**src/rtl/syn_fifo_flag_pkg.sv**
```systemverilog
// Shared definitions for the single-clock flagged FIFO and its storage array.
package syn_fifo_flag_pkg;

    localparam int FIFO_STD  = 0;
    localparam int FIFO_FWFT = 1;

    function automatic int ptr_w(input int d);
        return (d > 1) ? $clog2(d) : 1;
    endfunction

    function automatic int cnt_w(input int d);
        return $clog2(d + 1);
    endfunction

endpackage

```
**src/rtl/syn_fifo_flag_ram.sv**
```systemverilog
// 1-write/1-read register array: synchronous write, asynchronous read, no reset.
module fifo_ram
    import syn_fifo_flag_pkg::*;
#(
    parameter int depth      = 8,
    parameter int data_width = 8
) (
    input  logic                        clk,
    input  logic                        we,
    input  logic [ptr_w(depth)-1:0]     waddr,
    input  logic [data_width-1:0]       wdata,
    input  logic [ptr_w(depth)-1:0]     raddr,
    output logic [data_width-1:0]       rdata
);

    logic [data_width-1:0] mem [depth];

    always_ff @(posedge clk) begin
        if (we) begin
            mem[waddr] <= wdata;
        end
    end

    assign rdata = mem[raddr];

endmodule

```
**src/rtl/syn_fifo_flag.sv**
```systemverilog
// Single-clock FIFO with arbitrary depth, threshold flags, occupancy, error pulses, flush.
// Read latency 1 cycle (std) or 0 (fwft); rejected writes/reads raise a pulse the next cycle.
module syn_fifo_flag
    import syn_fifo_flag_pkg::*;
#(
    parameter int depth      = 8,
    parameter int data_width = 8,
    parameter int afull_th   = 6,
    parameter int aempty_th  = 1,
    parameter int fwft       = FIFO_STD
) (
    input  logic                        clk,
    input  logic                        clr,
    input  logic                        flush,
    input  logic                        w_en,
    input  logic [data_width-1:0]       data_in,
    input  logic                        r_en,
    output logic [data_width-1:0]       data_out,
    output logic                        full,
    output logic                        empty,
    output logic                        almost_full,
    output logic                        almost_empty,
    output logic [cnt_w(depth)-1:0]     cnt,
    output logic                        overflow,
    output logic                        underflow
);

    localparam int PW = ptr_w(depth);
    localparam int CW = cnt_w(depth);
    localparam logic [PW-1:0] PTR_LAST = PW'(depth - 1);
    localparam logic [CW-1:0] CNT_FULL = CW'(depth);
    localparam logic [CW-1:0] AF_TH    = CW'(afull_th);
    localparam logic [CW-1:0] AE_TH    = CW'(aempty_th);

    if (depth < 2) begin : g_bad_depth
        $error("syn_fifo_flag: depth must be >= 2");
    end
    if (afull_th < 1 || afull_th > depth) begin : g_bad_afull
        $error("syn_fifo_flag: afull_th out of range 1..depth");
    end
    if (aempty_th < 0 || aempty_th > depth - 1) begin : g_bad_aempty
        $error("syn_fifo_flag: aempty_th out of range 0..depth-1");
    end

    logic [PW-1:0]         w_ptr_q, w_ptr_d, r_ptr_q, r_ptr_d;
    logic [CW-1:0]         cnt_q, cnt_d;
    logic                  ovf_q, ovf_d, udf_q, udf_d;
    logic                  w_acc, r_acc;
    logic [data_width-1:0] rd_data;

    assign full         = (cnt_q == CNT_FULL);
    assign empty        = (cnt_q == '0);
    assign almost_full  = (cnt_q >= AF_TH);
    assign almost_empty = (cnt_q <= AE_TH);
    assign cnt          = cnt_q;
    assign overflow     = ovf_q;
    assign underflow    = udf_q;

    // Full/empty gate acceptance, so a simultaneous pair at an edge degrades to one side.
    assign w_acc = w_en & ~full  & ~flush;
    assign r_acc = r_en & ~empty & ~flush;

    always_comb begin
        w_ptr_d = w_ptr_q;
        r_ptr_d = r_ptr_q;
        cnt_d   = cnt_q;
        ovf_d   = 1'b0;
        udf_d   = 1'b0;
        if (flush) begin
            w_ptr_d = '0;
            r_ptr_d = '0;
            cnt_d   = '0;
        end else begin
            ovf_d = w_en & full;
            udf_d = r_en & empty;
            if (w_acc) begin
                w_ptr_d = (w_ptr_q == PTR_LAST) ? '0 : w_ptr_q + PW'(1);
            end
            if (r_acc) begin
                r_ptr_d = (r_ptr_q == PTR_LAST) ? '0 : r_ptr_q + PW'(1);
            end
            case ({w_acc, r_acc})
                2'b10:   cnt_d = cnt_q + CW'(1);
                2'b01:   cnt_d = cnt_q - CW'(1);
                default: cnt_d = cnt_q;
            endcase
        end
    end

    always_ff @(posedge clk or posedge clr) begin
        if (clr) begin
            w_ptr_q <= '0;
            r_ptr_q <= '0;
            cnt_q   <= '0;
            ovf_q   <= 1'b0;
            udf_q   <= 1'b0;
        end else begin
            w_ptr_q <= w_ptr_d;
            r_ptr_q <= r_ptr_d;
            cnt_q   <= cnt_d;
            ovf_q   <= ovf_d;
            udf_q   <= udf_d;
        end
    end

    fifo_ram #(
        .depth      (depth),
        .data_width (data_width)
    ) u_ram (
        .clk   (clk),
        .we    (w_acc),
        .waddr (w_ptr_q),
        .wdata (data_in),
        .raddr (r_ptr_q),
        .rdata (rd_data)
    );

    if (fwft == FIFO_FWFT) begin : g_fwft
        assign data_out = rd_data;
    end else begin : g_std
        logic [data_width-1:0] dout_q;

        always_ff @(posedge clk or posedge clr) begin
            if (clr) begin
                dout_q <= '0;
            end else if (r_acc) begin
                dout_q <= rd_data;
            end
        end

        assign data_out = dout_q;
    end

endmodule
```
**config.mk**
```make
export PLATFORM = sky130hd
export DESIGN_NAME = syn_fifo_flag
export DESIGN_NICKNAME = d
export VERILOG_FILES = /design/src/rtl/syn_fifo_flag_pkg.sv /design/src/rtl/syn_fifo_flag_ram.sv /design/src/rtl/syn_fifo_flag.sv
export SDC_FILE = /design/constraint.sdc
export NUM_CORES = 1
export LEC_CHECK = 0
export ABC_AREA = 1
export CAP_MARGIN = 20
export CORE_ASPECT_RATIO = 1.5
export CORE_MARGIN = 10
export CORE_UTILIZATION = 52
export DETAILED_ROUTE_END_ITERATION = 12
export PLACE_DENSITY = 0.76
export SLEW_MARGIN = 20
export SYNTH_ARGS = -nofsm -noshare
export SYNTH_HDL_FRONTEND = slang
export SYNTH_SLANG_ARGS = --single-unit
```
**constraint.sdc**
```tcl
create_clock -name clk -period 2 [get_ports clk]
set_clock_uncertainty 0.2 [all_clocks]
set_input_delay 0.5 -clock clk [delete_from_list [all_inputs] [get_ports clk]]
set_output_delay 0.5 -clock clk [all_outputs]
set_load 0.03 [all_outputs]
```
==> summary.txt <==
Run status
  • Status: complete, but fails checks
  • Violated checks: setup timing

Finish
  • Post-route cell area: 4564 µm²
  • Final #Nets: 421
  • Storage cell area: 2426 µm²
  • Share of cells above drive strength 1: 21.04%
  • Multi-input logic area: 1240 µm²
  • Area growth syn-to-layout: 24.85%
  • Antenna cells: 0
  • FILL cells: 504

Logic synthesis
  • Distinct cells, synth: 24
  • Top cells by area, synth: edfxtp_1 (53%), dfrtp_1 (14%), nor2_1 (7.9%)
  • Top cell type's share of synthesized area: 52.57%
  • Main synth FF type: edfxtp_1
  • Simple-gate share of the synthesized area: 19.95%
  • Sequential fraction of the synthesis area: 66.26%
  • Mux share of post-synthesis cell area: 0%
  • Post-Synth Adder-Cell Area: 3.080%
  • Count leader, synth: nor2_1
  • Synth top cells by count: nor2_1 (77), edfxtp_1 (64), nand2_1 (61)
  • Syn nets: 367
  • Ys Warns: 0
  • Largest family of logic cells by synthesized area: simple AND/OR/NAND/NOR gates
  • Post-Synthesis Cell Area: 3656 µm²
  • Post-synth EDFFs: 64
  • Xor-xnor portion of the synthesized cell area: 0.4791%
  • Complex-gate fraction of the synthesized area: 6.160%
  • Mapped Cells: 345
  • Ys async rst share: 23.81%
  • Area leader, netlist: edfxtp_1
  • Avg Cell Area, Syn: 10.60 µm²
  • Seq cells post-synth: 84

Timing
  • RSZ-0062 raised after global routing: yes
  • Fin crit period: 2.118 ns
  • Final setup margin: -0.1183 ns
  • Maximum clock rate: 0.4721 GHz
  • Fin. Hold Viols: 0
  • Final Max Slew Viols: 0
  • Post-route clock period utilization: 105.9%
  • Final setup viols: 69
  • Worst slew pin tran: 0.4708 ns
  • Relative slew slack: 68.28%
  • Setup TNS: -5.514 ns

Die
  • # rows: 37
  • Die W: 88.47 µm
  • Io pins: 31
  • Initial Util: 53.36%
  • Area of the die: 10850 µm²
  • Die H: 122.7 µm
  • Core Box Area: 6852 µm²

Detailed routing
  • Routed met3 length: 639 µm
  • # DRC: 0
  • Routed length on met1: 2960 µm
  • DR pass1 iterations: 4
  • Routed len/inst: 18.33 µm
  • Post-DRT Antenna Nets: 0
  • DRT iter0 DRCs: 241
  • Avg Vias per Cell: 5.436
  • Met2 routed WL: 4803 µm
  • Max layer used: met4
  • Via count: 2620
  • Final WL: 8833 µm

Power and ir drop
  • Sw Ratio: 27.23%
  • Total power draw: 4.247 mW
  • Peak supply drop: 0.4786 mV
  • Clock power share: 32.6%
  • Pint: 3.091 mW
  • Sw power: 1.157 mW
  • Comb pwr share: 19.2%
  • Sequential group share of total power: 48.2%
  • Static leakage: 1.863 nW
  • Pwr Density: 930.5 nW/µm²

Setup path
  • CP required: 1.30 ns
  • Startpoint types: flop
  • Crit Path Max Fanout: 3
  • Crit path DAT: 1.42 ns
  • Setup crit end kind: primary output
  • Critical path origin: cnt[1]
  • Reg-to-Reg Start: cnt[0]
  • Worst Setup Path Type: reg -> out

Global routing
  • GRT overflow: 0
  • Initial antenna violation count: 0
  • Largest net degree at the start of global routing: 34
  • First-pass GRT wire length: 14180 µm
  • Tot GR Track Use: 17.59%
  • Vias in the first global route: 2763

Clock tree
  • CTS root buf: clkbuf_8
  • H-tree depth: 3
  • TritonCTS Buffers: 9
  • Clock slew at reported path FFs: 0.08 ns
  • Hold Buf Count CTS: 0
  • CTS tree: yes
  • Num Clock Sinks: 84
  • Clk buf depth: 2
  • Clk_lat worst skew: 0.36 ns

Placement
  • Gpl congestion: 0.9269
  • Port Buf Inserts: 30
  • Post-Place Cell Area: 4193 µm²
  • Dpl hpwl: 6197 µm

Flow run
  • Max-cap viol count: 0

Hold path
  • Hold Crit Class: in -> async
[power by group through the flow]
stage          Clock [mW]  Sequential [mW]  Combinational [mW]
2_1_floorplan           0             2.25               0.305
3_3_place_gp            0             2.08               0.811
3_5_place_dp            0             2.09               0.826
4_1_cts              1.39             2.04               0.799
5_1_grt              1.45             2.05               0.892
6_report             1.38             2.05               0.817
[through the flow]
stage / utilization, % / hold slack, ns / instances / setup WS [ns]
final: 66.62 / 0.2669 / 482 / -0.1183
after global routing: 66.62 / 0.2791 / 482 / -0.1826
after CTS: 65.56 / 0.2662 / 478 / -0.1257
after detailed placement: 61.19 / 0.2741 / 456 / -0.2105
after global placement: 61.19 / 0.2679 / 456 / -0.1868
after floorplan: - / 0.2637 / 345 / -0.02457
[cell type report]
| cell class | count | share of cell area [%] |
|---|---|---|
| timing repair buffer | 57 | 10.77 |
| tap | 78 | 2.138 |
| sequential | 84 | 53.15 |
| inverter | 19 | 1.727 |
| clock inverter | 6 | 2.248 |
| clock buffer | 10 | 2.796 |
| multi-input combinational | 228 | 27.17 |
[registers in the layout, indices dropped and copies added, names as in the netlist]
register,cells
r_ptr_q,3
u_ram.mem,64
overflow,1
underflow,1
w_ptr_q,3
data_out,8
cnt,4
[cell usage in the layout (no fill, tap or decap), types with 2 or more instances in the layout]
cell type and instances:
buf_4 27, clkbuf_8 9, nand2_2 4, buf_6 5, dfrtp_1 17, inv_1 10, o21ai_0 37, ha_1 6
nand3_1 27, bufinv_16 3, edfxtp_1 64, nand2_1 56, nor2_4 12, clkdlybuf4s50_1 12, clkinv_1 3, nand2_4 5
dfrtp_2 3, dlygate4sd2_1 11, inv_2 6, ha_4 3, nor2_1 68, xor2_1 2
[metal layers]
metal	global-route usage (%)	up-vias
li1	-	1265
met1	17.97	1209
met2	30.61	113
met3	4.509	33
met4	11.87	0
met5	0	-
[worst max-delay path: stages, from the launching register on]
cell and delay, ns:
dfrtp_2 0.44, buf_6 0.14, ha_4 0.15, nor2_2 0.10, o21ai_1 0.06, buf_4 0.17
[kinds of logic (layout without fill, tap and decap cells)]
family / Yosys count / in the layout
AOI/OAI and AO/OA: 42 / 42
xor gates and xnor gates: 2 / 2
adders and majority gates: 9 / 9
buffers and inverters: 33 / 92
DFF: 84 / 84
and+or+nand+nor: 175 / 175
[repair_timing]
| action | 4_1_cts | 5_1_grt |
|---|---|---|
| resized for setup | 23 | 15 |
| setup buffers | 6 | 4 |
| setup endpoints to repair | 17 | 74 |
| pin swaps | 6 | 9 |
[worst paths after layout]
kind / depth (start not counted) / endpoint / slack [ns]
setup reg to reg: 8 / u_ram.mem[4][2] / -0.09
min in group clk: 2 / data_out[7] / 0.28
hold reg to reg: 2 / data_out[7] / 0.28
hold / removal: 3 / data_out[4] / 0.27
setup / recovery: 5 / almost_full / -0.12
max in group asynchronous: 3 / cnt[0] / 1.10
No activity file was read; power rests on OpenSTA's default activity.
